<file path="config.mk">
export PLATFORM = sky130hd
export DESIGN_NAME = fp_rnd_pipe
export DESIGN_NICKNAME = d
export VERILOG_FILES = /design/src/rtl/fp_rnd_pipe_pkg.sv /design/src/rtl/fp_rnd_pipe.sv
export SDC_FILE = /design/constraint.sdc
export NUM_CORES = 1
export LEC_CHECK = 0
export ABC_CLOCK_PERIOD_IN_PS = 2000
export BUFFER_PORTS_ARGS = -buffer_cell sky130_fd_sc_hd__buf_2
export CORE_ASPECT_RATIO = 0.9
export CORE_UTILIZATION = 55
export CTS_CLUSTER_DIAMETER = 30
export CTS_CLUSTER_SIZE = 30
export DETAILED_ROUTE_END_ITERATION = 8
export MAX_ROUTING_LAYER = met4
export PLACE_DENSITY = 0.86
export SETUP_SLACK_MARGIN = 0.02
export SLEW_MARGIN = 20
export SYNTH_ARGS = -nofsm -noshare
export SYNTH_HDL_FRONTEND = slang
export SYNTH_SLANG_ARGS = --single-unit
</file>
<file path="constraint.sdc">
create_clock -name clk_i -period 2 [get_ports clk_i]
set_input_delay 0.2 -clock clk_i [delete_from_list [all_inputs] [get_ports clk_i]]
set_output_delay 0.2 -clock clk_i [all_outputs]
set_load 0.1 [all_outputs]
</file>
<file path="src/rtl/fp_rnd_pipe_pkg.sv">
// Shared types, constants and the rounding-increment helper for the binary32
// rounding/packing pipeline that sits behind the fused multiply-add.
package fp_rnd_pipe_pkg;

    localparam int EXP_W  = 11;
    localparam int MANT_W = 25;
    localparam int FRAC_W = 23;

    localparam logic [2:0] RM_RNE = 3'd0;
    localparam logic [2:0] RM_RTZ = 3'd1;
    localparam logic [2:0] RM_RDN = 3'd2;
    localparam logic [2:0] RM_RUP = 3'd3;
    localparam logic [2:0] RM_RMM = 3'd4;

    localparam logic [31:0]      CANON_NAN = 32'h7FC00000;
    localparam logic [30:0]      MAX_FIN   = 31'h7F7FFFFF;
    localparam logic [7:0]       EXP_INF   = 8'hFF;
    localparam logic [EXP_W-1:0] EXP_OVF   = EXP_W'(255);

    localparam int FLAG_NV = 4;
    localparam int FLAG_DZ = 3;
    localparam int FLAG_OF = 2;
    localparam int FLAG_UF = 1;
    localparam int FLAG_NX = 0;

    typedef struct packed {
        logic              sig;
        logic [EXP_W-1:0]  expo;
        logic [MANT_W-1:0] mant;
        logic [1:0]        rema;
        logic [2:0]        grs;
        logic [1:0]        fmt;
        logic [2:0]        rm;
        logic              snan;
        logic              qnan;
        logic              dbz;
        logic              infs;
        logic              zero;
        logic              diff;
    } fp_rnd_in_type;

    // Stage A: rounded and renormalised magnitude plus everything stage B needs.
    typedef struct packed {
        logic              sig;
        logic [EXP_W-1:0]  e;
        logic [FRAC_W-1:0] frac;
        logic [2:0]        rm;
        logic              inexact;
        logic              uf;
        logic              snan;
        logic              qnan;
        logic              dbz;
        logic              infs;
        logic              zero;
        logic              diff;
    } fp_rnd_pipe_reg_type_1;

    localparam fp_rnd_pipe_reg_type_1 init_fp_rnd_pipe_reg_1 = '0;

    typedef struct packed {
        logic [31:0] result;
        logic [4:0]  flags;
    } fp_rnd_pipe_reg_type_2;

    localparam fp_rnd_pipe_reg_type_2 init_fp_rnd_pipe_reg_2 = '0;

    // Round-up decision from guard/round/sticky; unknown modes fall back to RNE.
    function automatic logic fp_rnd_inc(
        input logic [2:0] rm,
        input logic       sig,
        input logic [2:0] grs,
        input logic       lsb
    );
        logic g;
        logic r;
        logic s;
        logic any;
        g   = grs[2];
        r   = grs[1];
        s   = grs[0];
        any = g | r | s;
        case (rm)
            RM_RTZ:  return 1'b0;
            RM_RDN:  return sig & any;
            RM_RUP:  return !sig & any;
            RM_RMM:  return g;
            default: return g & (r | s | lsb);
        endcase
    endfunction

endpackage

</file>
<file path="src/rtl/fp_rnd_pipe.sv">
// Two-stage binary32 rounding/packing pipeline with valid/ready flow control:
// stage A rounds and renormalises, stage B resolves specials/overflow and packs.
module fp_rnd_pipe
    import fp_rnd_pipe_pkg::*;
(
    input  logic          clk_i,
    input  logic          rst_ni,
    input  logic          clear_i,
    input  logic          in_valid_i,
    output logic          in_ready_o,
    input  fp_rnd_in_type fp_rnd_i,
    output logic          out_valid_o,
    input  logic          out_ready_i,
    output logic [31:0]   result_o,
    output logic [4:0]    flags_o
);

    fp_rnd_pipe_reg_type_1 r_1_q;
    fp_rnd_pipe_reg_type_1 r_1_d;
    fp_rnd_pipe_reg_type_2 r_2_q;
    fp_rnd_pipe_reg_type_2 r_2_d;

    logic va_q;
    logic va_d;
    logic vb_q;
    logic vb_d;
    logic b_ready;
    logic a_ready;
    logic load_a;
    logic load_b;

    logic [2:0]        rm_a;
    logic              inc_a;
    logic [MANT_W-1:0] m_a;
    logic              expo_zero_a;
    logic              inexact_a;

    logic              ovf_b;
    logic              ovf_to_inf_b;
    logic              zero_sign_b;

    // Record width is shared with the binary64 path; these fields do not apply here.
    logic unused_fields;
    assign unused_fields = ^{fp_rnd_i.rema, fp_rnd_i.fmt};

    always_comb begin : ctrl
        b_ready = !vb_q || out_ready_i;
        a_ready = !va_q || b_ready;
        load_a  = a_ready && in_valid_i && !clear_i;
        load_b  = b_ready && va_q && !clear_i;
        va_d    = va_q;
        vb_d    = vb_q;
        if (clear_i) begin
            va_d = 1'b0;
            vb_d = 1'b0;
        end else begin
            if (b_ready) begin
                vb_d = va_q;
            end
            if (a_ready) begin
                va_d = in_valid_i;
            end
        end
    end

    always_comb begin : v_1
        r_1_d       = init_fp_rnd_pipe_reg_1;
        rm_a        = (fp_rnd_i.rm > RM_RMM) ? RM_RNE : fp_rnd_i.rm;
        inc_a       = fp_rnd_inc(rm_a, fp_rnd_i.sig, fp_rnd_i.grs, fp_rnd_i.mant[0]);
        m_a         = fp_rnd_i.mant + MANT_W'(inc_a);
        expo_zero_a = (fp_rnd_i.expo == '0);
        inexact_a   = |fp_rnd_i.grs;

        r_1_d.sig     = fp_rnd_i.sig;
        r_1_d.rm      = rm_a;
        r_1_d.inexact = inexact_a;
        // Tininess is judged on the unrounded exponent.
        r_1_d.uf      = expo_zero_a && inexact_a;
        r_1_d.snan    = fp_rnd_i.snan;
        r_1_d.qnan    = fp_rnd_i.qnan;
        r_1_d.dbz     = fp_rnd_i.dbz;
        r_1_d.infs    = fp_rnd_i.infs;
        r_1_d.zero    = fp_rnd_i.zero;
        r_1_d.diff    = fp_rnd_i.diff;

        if (m_a[MANT_W-1]) begin
            r_1_d.e    = fp_rnd_i.expo + EXP_W'(1);
            r_1_d.frac = m_a[MANT_W-2:1];
        end else if (expo_zero_a && m_a[MANT_W-2]) begin
            r_1_d.e    = EXP_W'(1);
            r_1_d.frac = m_a[FRAC_W-1:0];
        end else begin
            r_1_d.e    = fp_rnd_i.expo;
            r_1_d.frac = m_a[FRAC_W-1:0];
        end
    end

    always_comb begin : v_2
        r_2_d        = init_fp_rnd_pipe_reg_2;
        ovf_b        = (r_1_q.e >= EXP_OVF);
        ovf_to_inf_b = (r_1_q.rm == RM_RNE) || (r_1_q.rm == RM_RMM)
                    || ((r_1_q.rm == RM_RUP) && !r_1_q.sig)
                    || ((r_1_q.rm == RM_RDN) && r_1_q.sig);
        zero_sign_b  = r_1_q.diff ? (r_1_q.rm == RM_RDN) : r_1_q.sig;

        if (r_1_q.snan) begin
            r_2_d.result         = CANON_NAN;
            r_2_d.flags[FLAG_NV] = 1'b1;
        end else if (r_1_q.qnan) begin
            r_2_d.result = CANON_NAN;
        end else if (r_1_q.dbz) begin
            r_2_d.result         = {r_1_q.sig, EXP_INF, {FRAC_W{1'b0}}};
            r_2_d.flags[FLAG_DZ] = 1'b1;
        end else if (r_1_q.infs) begin
            r_2_d.result = {r_1_q.sig, EXP_INF, {FRAC_W{1'b0}}};
        end else if (r_1_q.zero) begin
            r_2_d.result = {zero_sign_b, 31'b0};
        end else if (ovf_b) begin
            r_2_d.result         = ovf_to_inf_b ? {r_1_q.sig, EXP_INF, {FRAC_W{1'b0}}}
                                                : {r_1_q.sig, MAX_FIN};
            r_2_d.flags[FLAG_OF] = 1'b1;
            r_2_d.flags[FLAG_NX] = 1'b1;
        end else begin
            r_2_d.result         = {r_1_q.sig, r_1_q.e[7:0], r_1_q.frac};
            r_2_d.flags[FLAG_UF] = r_1_q.uf;
            r_2_d.flags[FLAG_NX] = r_1_q.inexact;
        end
    end

    always_ff @(posedge clk_i or negedge rst_ni) begin
        if (!rst_ni) begin
            va_q  <= 1'b0;
            vb_q  <= 1'b0;
            r_1_q <= init_fp_rnd_pipe_reg_1;
            r_2_q <= init_fp_rnd_pipe_reg_2;
        end else begin
            va_q <= va_d;
            vb_q <= vb_d;
            if (load_a) begin
                r_1_q <= r_1_d;
            end
            if (load_b) begin
                r_2_q <= r_2_d;
            end
        end
    end

    assign in_ready_o  = a_ready;
    assign out_valid_o = vb_q;
    assign result_o    = r_2_q.result;
    assign flags_o     = r_2_q.flags;

endmodule

</file>
==> metrics.cfg, run 1 <==
[outcome]
status = complete, but fails checks
violations = negative setup slack

[routing]
vias_per_cell = 6.12
routed_wl_um = 13900
wl_per_cell_um = 18.3
drc = 0
ant_nets = 0
first_iter_violations = 453
firstDrtPassIters = 8
dr_total_vias = 4625

[power]
finalPower_mw = 4.94
comb_power_share_pct = 30.7
switching_share_pct = 38.1
worst_ir_drop_vdd_v = 0.000438
clockPowerShare_pct = 26.8
seqPwrFrac_pct = 42.6
power_density_mw_per_mm2 = 816
p_sw_mw = 1.88
intPower_mw = 3.06
p_leak_nw = 2.86

[worst_setup_path]
timing.rr.end = result_o[13]$_DFFE_PN0P_
crit_slowest_cell = or3_4
r2r_start = r_1_q[5]$_DFFE_PN0P_
slowest_delay_ns = 0.37
critPathKind = in -> reg
worst-path-max-fanout = 6
cp_data_arrival_time_ns = 2.69
rrSetupSlack_ns = 0.17
r2r_cells = 5
worst_setup_path_end_kind = flip-flop
crit_chain = buf_6 > or3_4 > maj3_2 > a21oi_2 > nor2_1 > ha_2 > ha_4 > nand2_4 > nor2_4 > a31o_4 > buf_4 > and2_4 > mux2_2 > o21ai_2
crit_path_start_kind = input port
worstPathRequired_ns = 2.28

[worst_hold_path]
min_to = r_1_q[5]$_DFFE_PN0P_
min_from = fp_rnd_i[5]
worstHoldPathCells = 3
hold_class = in -> reg

[yosys]
ys_top_cells_by_area = dfrtp_1 47%, nand2_1 8.6%, o21ai_0 6.2%, nor2_1 4.6%, mux2_2 4.2%
synth_nets = 570
synth_seq_cells = 85
yosysSeqAreaShare_pct = 47.1
synth.distinct_cells = 53
netlist_top_cells_count = 104 x nand2_1, 85 x dfrtp_1, 56 x o21ai_0
yosysTopAreaCellShare_pct = 47.1
synthMuxAreaShare_pct = 4.80
synth_adder_area_share_pct = 1.33
syn_area_mm2 = 0.00451
synth_compound_area_share_pct = 14.5
yosysTopAreaCell = dfrtp_1
synth_xor_area_share_pct = 5.24
synth_edf_count = 0
synthFlopType = dfrtp_1
synth_top_family_by_area = simple AND/OR/NAND/NOR gates
ys_warn_count = 0
syn_inst = 508
syn_avg_cell_area_um2 = 8.88
async_flop_share_pct = 100
synth-simple-area-share_pct = 23.9
synth.most_common_cell = nand2_1

[timing]
period_needed_ns = 2.41
setup_slack_ns = -0.412
slew_viol_final = 0
tightestPinTransition_ns = 0.543
rsz0062_at_grt = yes
setup_viol_count_final = 34
finalCritPeriodShare_pct = 121
hold_violations = 0
clock.fmax_ghz = 0.415
max_slew_margin_pct = 63.8
finalClockSkew_ns = 0.0111

[floorplanning]
rows = 30
core_mm2 = 0.00773
io_pins = 97
die_area_mm2 = 0.00857
die_x_um = 97.5
die_h_um = 87.9
initial_core_util_pct = 58.4

[global_route]
grt_pass1_wl_um = 21300
grt_max_degree = 46
overflow = 0
antenna_found_initial = 0
grt_pass1_vias = 4373
groute.usage.overall_pct = 33.1

[clock_tree]
clkSinkCount = 85
cts.path.max_buffers = 2
cts_tree = built
cts_buffers = 9
clk_latency_ns = 0.36
cts_root_buffer = clkbuf_8
htree_levels = 3
clkTransAtPathRegs_ns = 0.08

[final_layout]
insertedDiodeCount = 0
fill_cells = 495
drive_gt1_share_pct = 37.0
nets = 718
syn2layout_area_growth_pct = 34.1
multi_input_area_mm2 = 0.00255
final_cell_area_mm2 = 0.00605
seqCellArea_mm2 = 0.00213

[place]
io_buffers = 92
pre_cts_ws_ns = -0.876
dpl_cell_area_mm2 = 0.00550
hpwl_um = 9390
place_congestion = 0.888

[job]
max_cap_violations = 0

-- per-layer routing --
layer | track usage, % | up-vias | routed length, um
met3 | 6.70 | 65 | 1200
li1 | - | 2066 | -
met2 | 53.0 | 310 | 6630
met4 | 14.8 | 0 | 544
met1 | 41.1 | 2184 | 5480
met5 | - | - | 0
-- power groups by stage --
stage	sequential (mW)	combinational, mW	clock, mW
after floorplan	2.67	0.424	0
after global placement	2.10	1.37	0
after detailed placement	2.12	1.42	0
after CTS	2.09	1.46	1.31
after global routing	2.12	1.60	1.40
final	2.10	1.51	1.32
-- flip-flops by register name, indices dropped and copies added (netlist names) --
name and count:
va_q 1, flags_o 5, out_valid_o 1, r_1_q 46, result_o 32
-- metrics by stage --
| step | utilization, % | hold slack, ns | std cells | setup TNS [ns] |
|---|---|---|---|---|
| 2_1_floorplan | - | -0.0956 | 508 | -18.25 |
| 3_3_place_gp | 71.1 | 0.205 | 727 | -22.44 |
| 3_5_place_dp | 71.1 | 0.215 | 727 | -24.71 |
| 4_1_cts | 76.1 | 0.0255 | 752 | -10.0 |
| 5_1_grt | 78.3 | 0.0292 | 756 | -12.47 |
| 6_report | 78.3 | 0.0235 | 756 | -10.17 |
-- repair_timing --
action,in CTS,in global routing
pin swaps,17,17
hold endpoints to repair,40,0
hold buffers,1,0
resized for setup,31,29
setup buffers,5,4
setup endpoints to repair,56,56
cloned,4,0
-- worst max-delay path by stage --
stage                             from                    end  depth (start not counted)
after floorplan           fp_rnd_i[16]  r_1_q[31]$_DFFE_PN0P_                         15
after global placement    fp_rnd_i[16]  r_1_q[40]$_DFFE_PN0P_                         13
after CTS                 fp_rnd_i[11]  r_1_q[42]$_DFFE_PN0P_                         13
after global routing      fp_rnd_i[11]  r_1_q[27]$_DFFE_PN0P_                         14
after detailed placement  fp_rnd_i[16]  r_1_q[42]$_DFFE_PN0P_                         13
final                     fp_rnd_i[11]  r_1_q[27]$_DFFE_PN0P_                         14
-- cell families (layout without fill, tap and decap cells) --
logic type,after synthesis,in the layout
flops,85,85
xor+xnor,27,27
compound gates,110,111
mux,19,19
fa+ha+maj,5,5
buf+inv,32,180
simple gates,230,233
-- worst max-delay path: cells and delay by family --
family / cells / cell delay [ns]
AOI/OAI and AO/OA: 3 / 0.53
adders and majority gates: 3 / 0.68
buffers and inverters: 2 / 0.23
muxes: 1 / 0.30
and+or+nand+nor: 5 / 0.73
-- area by class of cell --
type | instances | share of cell area [%]
flip-flops and latches | 85 | 35.2
clock buffers | 10 | 2.27
well taps | 96 | 1.98
inverters | 8 | 0.496
clock inverters | 5 | 1.24
repair buffers | 157 | 16.7
multi-input cells | 395 | 42.1
-- placed cells by master, fill, tap and decap left out, types with 4 or more instances in the layout --
cell and n:
o21ai_2 9, o21ai_1 12, nand2_1 100, a21oi_2 5
o21ai_0 37, xor2_1 10, clkbuf_8 10, and2_4 4
and3_1 6, inv_1 8, nor2_1 52, buf_2 90
a31oi_1 5, nand4_1 7, mux2_2 14, o22a_1 7
nor3_1 5, xnor2_1 13, nand2b_1 4, nand3_1 22
buf_4 60, mux2_4 4, dfrtp_1 84, a21oi_1 14
No activity file was read; power rests on OpenSTA's default activity.
==> run 2, diff against run 1 <==
- CORE_UTILIZATION: 55 -> 31
- PLACE_DENSITY: 0.86 -> 0.56
==> metrics.cfg, run 2 (synthesis results as in run 1) <==
[outcome]
status = complete, but fails checks  ; unchanged
violations = negative setup slack  ; unchanged

[floorplanning]
rows = 41  ; was 30
die_area_mm2 = 0.0150  ; was 0.00857 mm2
core_mm2 = 0.0141  ; was 0.00773 mm2
die_h_um = 116  ; was 87.9 um
die_x_um = 129  ; was 97.5 um
io_pins = 97  ; unchanged
initial_core_util_pct = 32.0  ; was 58.4%

[power]
finalPower_mw = 5.04  ; was 4.94 mW
worst_ir_drop_vdd_v = 0.000479  ; was 0.000438 V
p_sw_mw = 1.85  ; was 1.88 mW
seqPwrFrac_pct = 41.3  ; was 42.6%
p_leak_nw = 2.78  ; was 2.86 nW
power_density_mw_per_mm2 = 830  ; was 816 mW/mm2
intPower_mw = 3.19  ; was 3.06 mW
clockPowerShare_pct = 30.2  ; was 26.8%
switching_share_pct = 36.7  ; was 38.1%
comb_power_share_pct = 28.5  ; was 30.7%

[final_layout]
syn2layout_area_growth_pct = 34.5  ; was 34.1%
utilization_pct = 43.0  ; was 78.3%
nets = 709  ; was 718
insertedDiodeCount = 0  ; unchanged
fin_cells = 845  ; was 756
regMostFlops = r_1_q  ; unchanged
drive_gt1_share_pct = 33.9  ; was 37.0%
final_cell_mix = 101 x nand2_1, 89 x buf_2, 84 x dfrtp_1  ; was 100 x nand2_1, 90 x buf_2, 84 x dfrtp_1
final_common_cell = nand2_1  ; unchanged
fill_cells = 1411  ; was 495
largest_register_ffs = 46  ; unchanged
final_cell_area_mm2 = 0.00607  ; was 0.00605 mm2

[timing]
max_slew_margin_pct = 63.9  ; was 63.8%
setup_slack_ns = -0.431  ; was -0.412 ns
slew_viol_final = 0  ; unchanged
holdWs_ns = 0.0534  ; was 0.0235 ns
finalClockSkew_ns = 0.00685  ; was 0.0111 ns
clock.fmax_ghz = 0.411  ; was 0.415 GHz
hold_violations = 0  ; unchanged
rsz0062_at_grt = yes  ; unchanged
timing.setup.tns_ns = -12.13  ; was -10.17 ns
setup_viol_count_final = 34  ; unchanged
tightestPinTransition_ns = 0.528  ; was 0.543 ns
finalCritPeriodShare_pct = 122  ; was 121%
period_needed_ns = 2.43  ; was 2.41 ns

[worst_setup_path]
critPathLaunch = fp_rnd_i[16]  ; was fp_rnd_i[11]
crit_slowest_cell = or3_4  ; unchanged
crit_path_start_kind = input port  ; unchanged
cp_data_arrival_time_ns = 2.69  ; about the same
r2r_start = out_valid_o$_DFFE_PN0P_  ; was r_1_q[5]$_DFFE_PN0P_
worst_setup_path_end_kind = flip-flop  ; unchanged
critPathKind = in -> reg  ; unchanged
crit_chain = buf_6 > or3_4 > maj3_2 > a21oi_2 > nor2_2 > ha_2 > ha_4 > nand2_4 > nor2_4 > a31o_4 > and2_2 > mux2_2 > o21ai_1  ; was buf_6 > or3_4 > maj3_2 > a21oi_2 > nor2_1 > ha_2 > ha_4 > nand2_4 > nor2_4 > a31o_4 > buf_4 > and2_4 > mux2_2 > o21ai_2
r2r_cells = 6  ; was 5
rrSetupSlack_ns = 0.15  ; was 0.17 ns
worstPathRequired_ns = 2.26  ; was 2.28 ns
slowest_delay_ns = 0.37  ; about the same
timing.rr.end = r_1_q[33]$_DFFE_PN0P_  ; was result_o[13]$_DFFE_PN0P_
worst-path-max-fanout = 12  ; was 6
endpoint = r_1_q[15]$_DFFE_PN0P_  ; was r_1_q[27]$_DFFE_PN0P_

[place]
hpwl_um = 9250  ; was 9390 um
io_buffers = 92  ; unchanged
pre_cts_ws_ns = -0.872  ; was -0.876 ns
place_congestion = 0.856  ; was 0.888
place_inst = 822  ; was 727
dpl_cell_area_mm2 = 0.00558  ; was 0.00550 mm2

[job]
max_cap_violations = 0  ; unchanged

[routing]
ant_nets = 0  ; unchanged
wl_per_cell_um = 14.5  ; was 18.3 um
first_iter_violations = 217  ; was 453
drc = 0  ; unchanged
vias_per_cell = 4.82  ; was 6.12
dr_total_vias = 4070  ; was 4625
firstDrtPassIters = 4  ; was 8
routed_wl_um = 12200  ; was 13900 um

[clock_tree]
cts_buffers = 9  ; unchanged
cts_tree = built  ; unchanged
cts_root_buffer = clkbuf_16  ; was clkbuf_8
htree_levels = 3  ; unchanged
clkSinkCount = 85  ; unchanged
clk_latency_ns = 0.34  ; was 0.36 ns
cts.path.max_buffers = 2  ; unchanged
clkTransAtPathRegs_ns = 0.06  ; was 0.08 ns

[global_route]
grt_pass1_wl_um = 19100  ; was 21300 um
grt_pass1_vias = 3720  ; was 4373
groute.usage.overall_pct = 17.0  ; was 33.1%
overflow = 0  ; unchanged
antenna_found_initial = 0  ; unchanged
grt_max_degree = 48  ; was 46

[worst_hold_path]
worstHoldPathCells = 3  ; unchanged
hold_class = in -> reg  ; unchanged

-- run 2: cell types whose count changed in the layout (fill, tap and decap cells not counted), moves of 5 or more --
cell       previous run  this run
buf_6                 2         7
o21ai_2               9         2
clkbuf_16             0         9
buf_4                60        52
clkbuf_8             10         1
o21ai_0              37        42
-- run 2: what timing repair did --
| action | CTS | global route |
|---|---|---|
| setup buffers | 2 | 2 |
| hold buffers | 1 | 0 |
| pin swaps | 5 | 16 |
| endpoints found under the setup margin | 34 | 34 |
| cloned | 0 | 2 |
| hold endpoints to repair | 32 | 0 |
| gates resized for setup | 19 | 19 |
-- run 2: final cells by class --
| class | instances | area (um2) | share of cell area (%) |
|---|---|---|---|
| clock buffer | 13 | 250 | 4.12 |
| sequential | 85 | 2130 | 35.1 |
| clock inverter | 3 | 21.3 | 0.350 |
| tap | 193 | 241 | 3.98 |
| timing repair buffer | 150 | 945 | 15.6 |
| multi-input combinational | 393 | 2450 | 40.4 |
| inverter | 8 | 30.0 | 0.495 |
-- run 2: worst max-delay path: cells and delay by family --
kind | cells | cell delay, ns
AOI/OAI and AO/OA | 3 | 0.55
buffers and inverters | 1 | 0.09
muxes | 1 | 0.32
and+or+nand+nor | 5 | 0.84
adders and majority gates | 3 | 0.68
-- run 2: worst min path at each step --
| stage | slack [ns] | start | endpoint |
|---|---|---|---|
| 6_report | 0.05 | fp_rnd_i[3] | r_1_q[3]$_DFFE_PN0P_ |
| 3_3_place_gp | 0.19 | rst_ni | r_1_q[38]$_DFFE_PN0P_ |
| 5_1_grt | 0.06 | fp_rnd_i[2] | r_1_q[2]$_DFFE_PN0P_ |
| 2_1_floorplan | -0.1 | rst_ni | flags_o[0]$_DFFE_PN0P_ |
| 3_5_place_dp | 0.18 | rst_ni | r_1_q[36]$_DFFE_PN0P_ |
| 4_1_cts | 0.05 | fp_rnd_i[3] | r_1_q[3]$_DFFE_PN0P_ |
-- run 2: power by group through the flow --
stage | sequential [mW] | clock [mW] | combinational (mW)
after CTS | 2.08 | 1.56 | 1.43
after global routing | 2.11 | 1.64 | 1.54
after detailed placement | 2.11 | 0 | 1.40
final | 2.08 | 1.52 | 1.44
after global placement | 2.11 | 0 | 1.39
after floorplan | 2.67 | 0 | 0.424
-- run 2: metal layers --
metal / share of wire (%) / vias up / GRT usage [%] / routed length (um)
li1: - / 2053 / - / -
met2: 43 / 111 / 23.6 / 5260
met5: 0 / - / - / 0
met1: 51 / 1897 / 24.7 / 6280
met4: 1.0 / 0 / 5.18 / 123
met3: 4.6 / 9 / 3.16 / 563
==> run 3, diff against run 2 <==
- ABC_AREA: not set -> 1
==> metrics.cfg, run 3 <==
[global_route]
grt_max_degree = 46  ; was 48
overflow = 0  ; unchanged
groute.usage.overall_pct = 17.3  ; was 17.0%
grt_pass1_wl_um = 21100  ; was 19100 um
antenna_found_initial = 0  ; unchanged
grt_pass1_vias = 4258  ; was 3720

[place]
hpwl_um = 9790  ; was 9250 um
io_buffers = 92  ; unchanged
place_congestion = 0.885  ; was 0.856
pre_cts_ws_ns = -0.441  ; was -0.872 ns

[worst_setup_path]
slowest_delay_ns = 0.21  ; was 0.37 ns
worst-path-max-fanout = 5  ; was 12
crit_slowest_cell = o31ai_1  ; was or3_4
rrSetupSlack_ns = 0.25  ; was 0.15 ns
worst_setup_path_end_kind = flip-flop  ; unchanged
crit_chain = buf_8 > inv_4 > nor3_4 > nor4_1 > o31ai_1 > buf_4 > ha_4 > ha_4 > nand3_4 > inv_4 > nand2_4 > inv_6 > nand3_4 > nand2_4 > buf_12 > nand2_1 > nand3_1 > nand2_1  ; was buf_6 > or3_4 > maj3_2 > a21oi_2 > nor2_2 > ha_2 > ha_4 > nand2_4 > nor2_4 > a31o_4 > and2_2 > mux2_2 > o21ai_1
crit_path_start_kind = input port  ; unchanged
worstPathRequired_ns = 2.22  ; was 2.26 ns
r2r_cells = 7  ; was 6
r2r_start = out_valid_o$_DFFE_PN0P_  ; unchanged
cp_data_arrival_time_ns = 2.17  ; was 2.69 ns
timing.rr.end = result_o[25]$_DFFE_PN0P_  ; was r_1_q[33]$_DFFE_PN0P_
critPathKind = in -> reg  ; unchanged

[clock_tree]
clkSinkCount = 85  ; unchanged
cts_root_buffer = clkbuf_16  ; unchanged
cts.path.max_buffers = 2  ; unchanged
htree_levels = 3  ; unchanged
cts_buffers = 9  ; unchanged
clk_latency_ns = 0.33  ; was 0.34 ns
clkTransAtPathRegs_ns = 0.06  ; about the same
cts_tree = built  ; unchanged

[final_layout]
final_cell_mix = 255 x nand2_1, 89 x buf_2, 84 x dfrtp_1  ; was 101 x nand2_1, 89 x buf_2, 84 x dfrtp_1
largest_register_ffs = 46  ; unchanged
syn2layout_area_growth_pct = 35.8  ; was 34.5%
insertedDiodeCount = 0  ; unchanged
drive_gt1_share_pct = 26.9  ; was 33.9%
final_common_cell = nand2_1  ; unchanged
nets = 855  ; was 709
regMostFlops = r_1_q  ; unchanged

[floorplanning]
core_mm2 = 0.0148  ; was 0.0141 mm2
die_h_um = 119  ; was 116 um
die_x_um = 132  ; was 129 um
rows = 42  ; was 41
io_pins = 97  ; unchanged
die_area_mm2 = 0.0157  ; was 0.0150 mm2
initial_core_util_pct = 31.9  ; was 32.0%

[yosys]
ys_warn_count = 0  ; unchanged
synth.distinct_cells = 28  ; was 53
netlist_top_cells_count = 275 x nand2_1, 85 x dfrtp_1, 62 x nor2_1  ; was 104 x nand2_1, 85 x dfrtp_1, 56 x o21ai_0
synth_edf_count = 0  ; unchanged
synth_seq_cells = 85  ; unchanged
yosysSeqAreaShare_pct = 45.1  ; was 47.1%
syn_area_mm2 = 0.00471  ; was 0.00451 mm2
yosysTopAreaCell = dfrtp_1  ; unchanged
synth.most_common_cell = nand2_1  ; unchanged
async_flop_share_pct = 100  ; unchanged
synth_nets = 724  ; was 570
syn_inst = 662  ; was 508
synthFlopType = dfrtp_1  ; unchanged
ys_top_cells_by_area = dfrtp_1 45%, nand2_1 22%, nand3_1 6.2%, nor2_1 4.9%, o21ai_0 4.4%  ; was dfrtp_1 47%, nand2_1 8.6%, o21ai_0 6.2%, nor2_1 4.6%, mux2_2 4.2%
syn_avg_cell_area_um2 = 7.12  ; was 8.88 um2
yosysTopAreaCellShare_pct = 45.1  ; was 47.1%

[timing]
timing.setup.tns_ns = 0  ; was -12.13 ns
period_needed_ns = 1.95  ; was 2.43 ns
setup_slack_ns = 0.0469  ; was -0.431 ns
max_slew_margin_pct = 59.6  ; was 63.9%
holdWs_ns = 0.0499  ; was 0.0534 ns
tightestPinTransition_ns = 0.605  ; was 0.528 ns
rsz0062_at_grt = yes  ; unchanged
finalClockSkew_ns = 0.00678  ; was 0.00685 ns
slew_viol_final = 0  ; unchanged
hold_violations = 0  ; unchanged
finalCritPeriodShare_pct = 97.7  ; was 122%
clock.fmax_ghz = 0.512  ; was 0.411 GHz
setup_viol_count_final = 0  ; was 34

[job]
max_cap_violations = 0  ; unchanged

[outcome]
status = finished, final reports clean  ; was complete, but fails checks

[routing]
wl_per_cell_um = 13.1  ; was 14.5 um
ant_nets = 0  ; unchanged
drc = 0  ; unchanged
firstDrtPassIters = 4  ; unchanged
routed_wl_um = 13100  ; was 12200 um
first_iter_violations = 203  ; was 217
dr_total_vias = 4526  ; was 4070
vias_per_cell = 4.54  ; was 4.82

[power]
worst_ir_drop_vdd_v = 0.000438  ; was 0.000479 V
power_density_mw_per_mm2 = 854  ; was 830 mW/mm2
p_leak_nw = 3.29  ; was 2.78 nW

[worst_hold_path]
hold_class = in -> reg  ; unchanged
worstHoldPathCells = 2  ; was 3
min_to = va_q$_DFFE_PN0P_  ; was r_1_q[3]$_DFFE_PN0P_
min_from = clear_i  ; was fp_rnd_i[3]

run 3: cell types whose count changed after synthesis, sizes merged, moves of 7 or more:
cell | previous run | this run
a21oi | 21 | 6
buf | 6 | 13
clkbuf | 18 | 11
inv | 8 | 45
mux2 | 18 | 0
nand2 | 104 | 278
nand3 | 22 | 58
nand4 | 10 | 3
nor2 | 55 | 66
o21ai | 58 | 49
o22a | 7 | 0
xnor2 | 16 | 9
run 3: worst max-delay path, delay by kind of cell:
kind / cells / cell delay (ns)
buffers and inverters: 6 / 0.56
and+or+nand+nor: 9 / 0.91
adders and majority gates: 2 / 0.30
AOI/OAI and AO/OA: 1 / 0.21
run 3: kinds of logic (layout without fill, tap and decap cells):
| group | Yosys count | count (layout) | share of synthesized area, % |
|---|---|---|---|
| simple gates | 424 | 425 | 37.0 |
| flops | 85 | 85 | 45.1 |
| buf+inv | 69 | 204 | 6.48 |
| compound gates | 60 | 60 | 6.66 |
| xor+xnor | 20 | 20 | 3.72 |
| fa+ha+maj | 4 | 4 | 1.06 |
run 3: how the worst max path moves through the flow:
stage                            from               endpoint  slack [ns]  cells after the start
final                     fp_rnd_i[8]  r_1_q[25]$_DFFE_PN0P_        0.05                     18
after floorplan           fp_rnd_i[6]  r_1_q[34]$_DFFE_PN0P_        0.01                     17
after global placement    fp_rnd_i[6]  r_1_q[27]$_DFFE_PN0P_       -0.42                     14
after CTS                 fp_rnd_i[6]  r_1_q[21]$_DFFE_PN0P_        0.01                     18
after detailed placement  fp_rnd_i[6]  r_1_q[21]$_DFFE_PN0P_       -0.44                     14
after global routing      fp_rnd_i[8]  r_1_q[30]$_DFFE_PN0P_       -0.09                     18
run 3: power breakdown:
| part | internal, mW | switching (mW) |
|---|---|---|
| logic | 0.415 | 1.33 |
| clock network | 0.966 | 0.646 |
| registers | 1.96 | 0.153 |
run 3: final cells by class:
type                       count  area (um2)
inverter                      45         179
sequential                    85        2130
multi-input combinational    509        2560
timing repair buffer         143         997
clock buffer                  12         236
clock inverter                 4        50.0
tap                          198         248
fill                        1525        8370
run 3: timing repair:
action                     CTS  global route
gates cloned                 1             6
hold buffers                 1             0
buffers inserted             1             4
pin swaps                    7            16
gates resized for setup     10            59
hold endpoints to repair    43             0
setup endpoints to repair   34            41
run 3: routing by layer:
layer	global-route usage (%)	vias up	wire length, um
li1	-	2369	-
met1	24.2	2057	6470
met2	26.5	94	6040
met3	1.96	6	490
met4	4.36	0	80
met5	-	-	0
run 3: per-stage QoR:
| step | instance area [um2] | utilization (%) | instances | power, mW |
|---|---|---|---|---|
| finish | 6400 | 43.3 | 996 | 5.47 |
| global placement | 5680 | 38.5 | 967 | 3.80 |
| detailed placement | 5680 | 38.5 | 967 | 3.81 |
| CTS | 6050 | 41.0 | 986 | 5.45 |
| floorplan | 4780 | - | 662 | 3.36 |
| global route | 6400 | 43.3 | 996 | 5.72 |
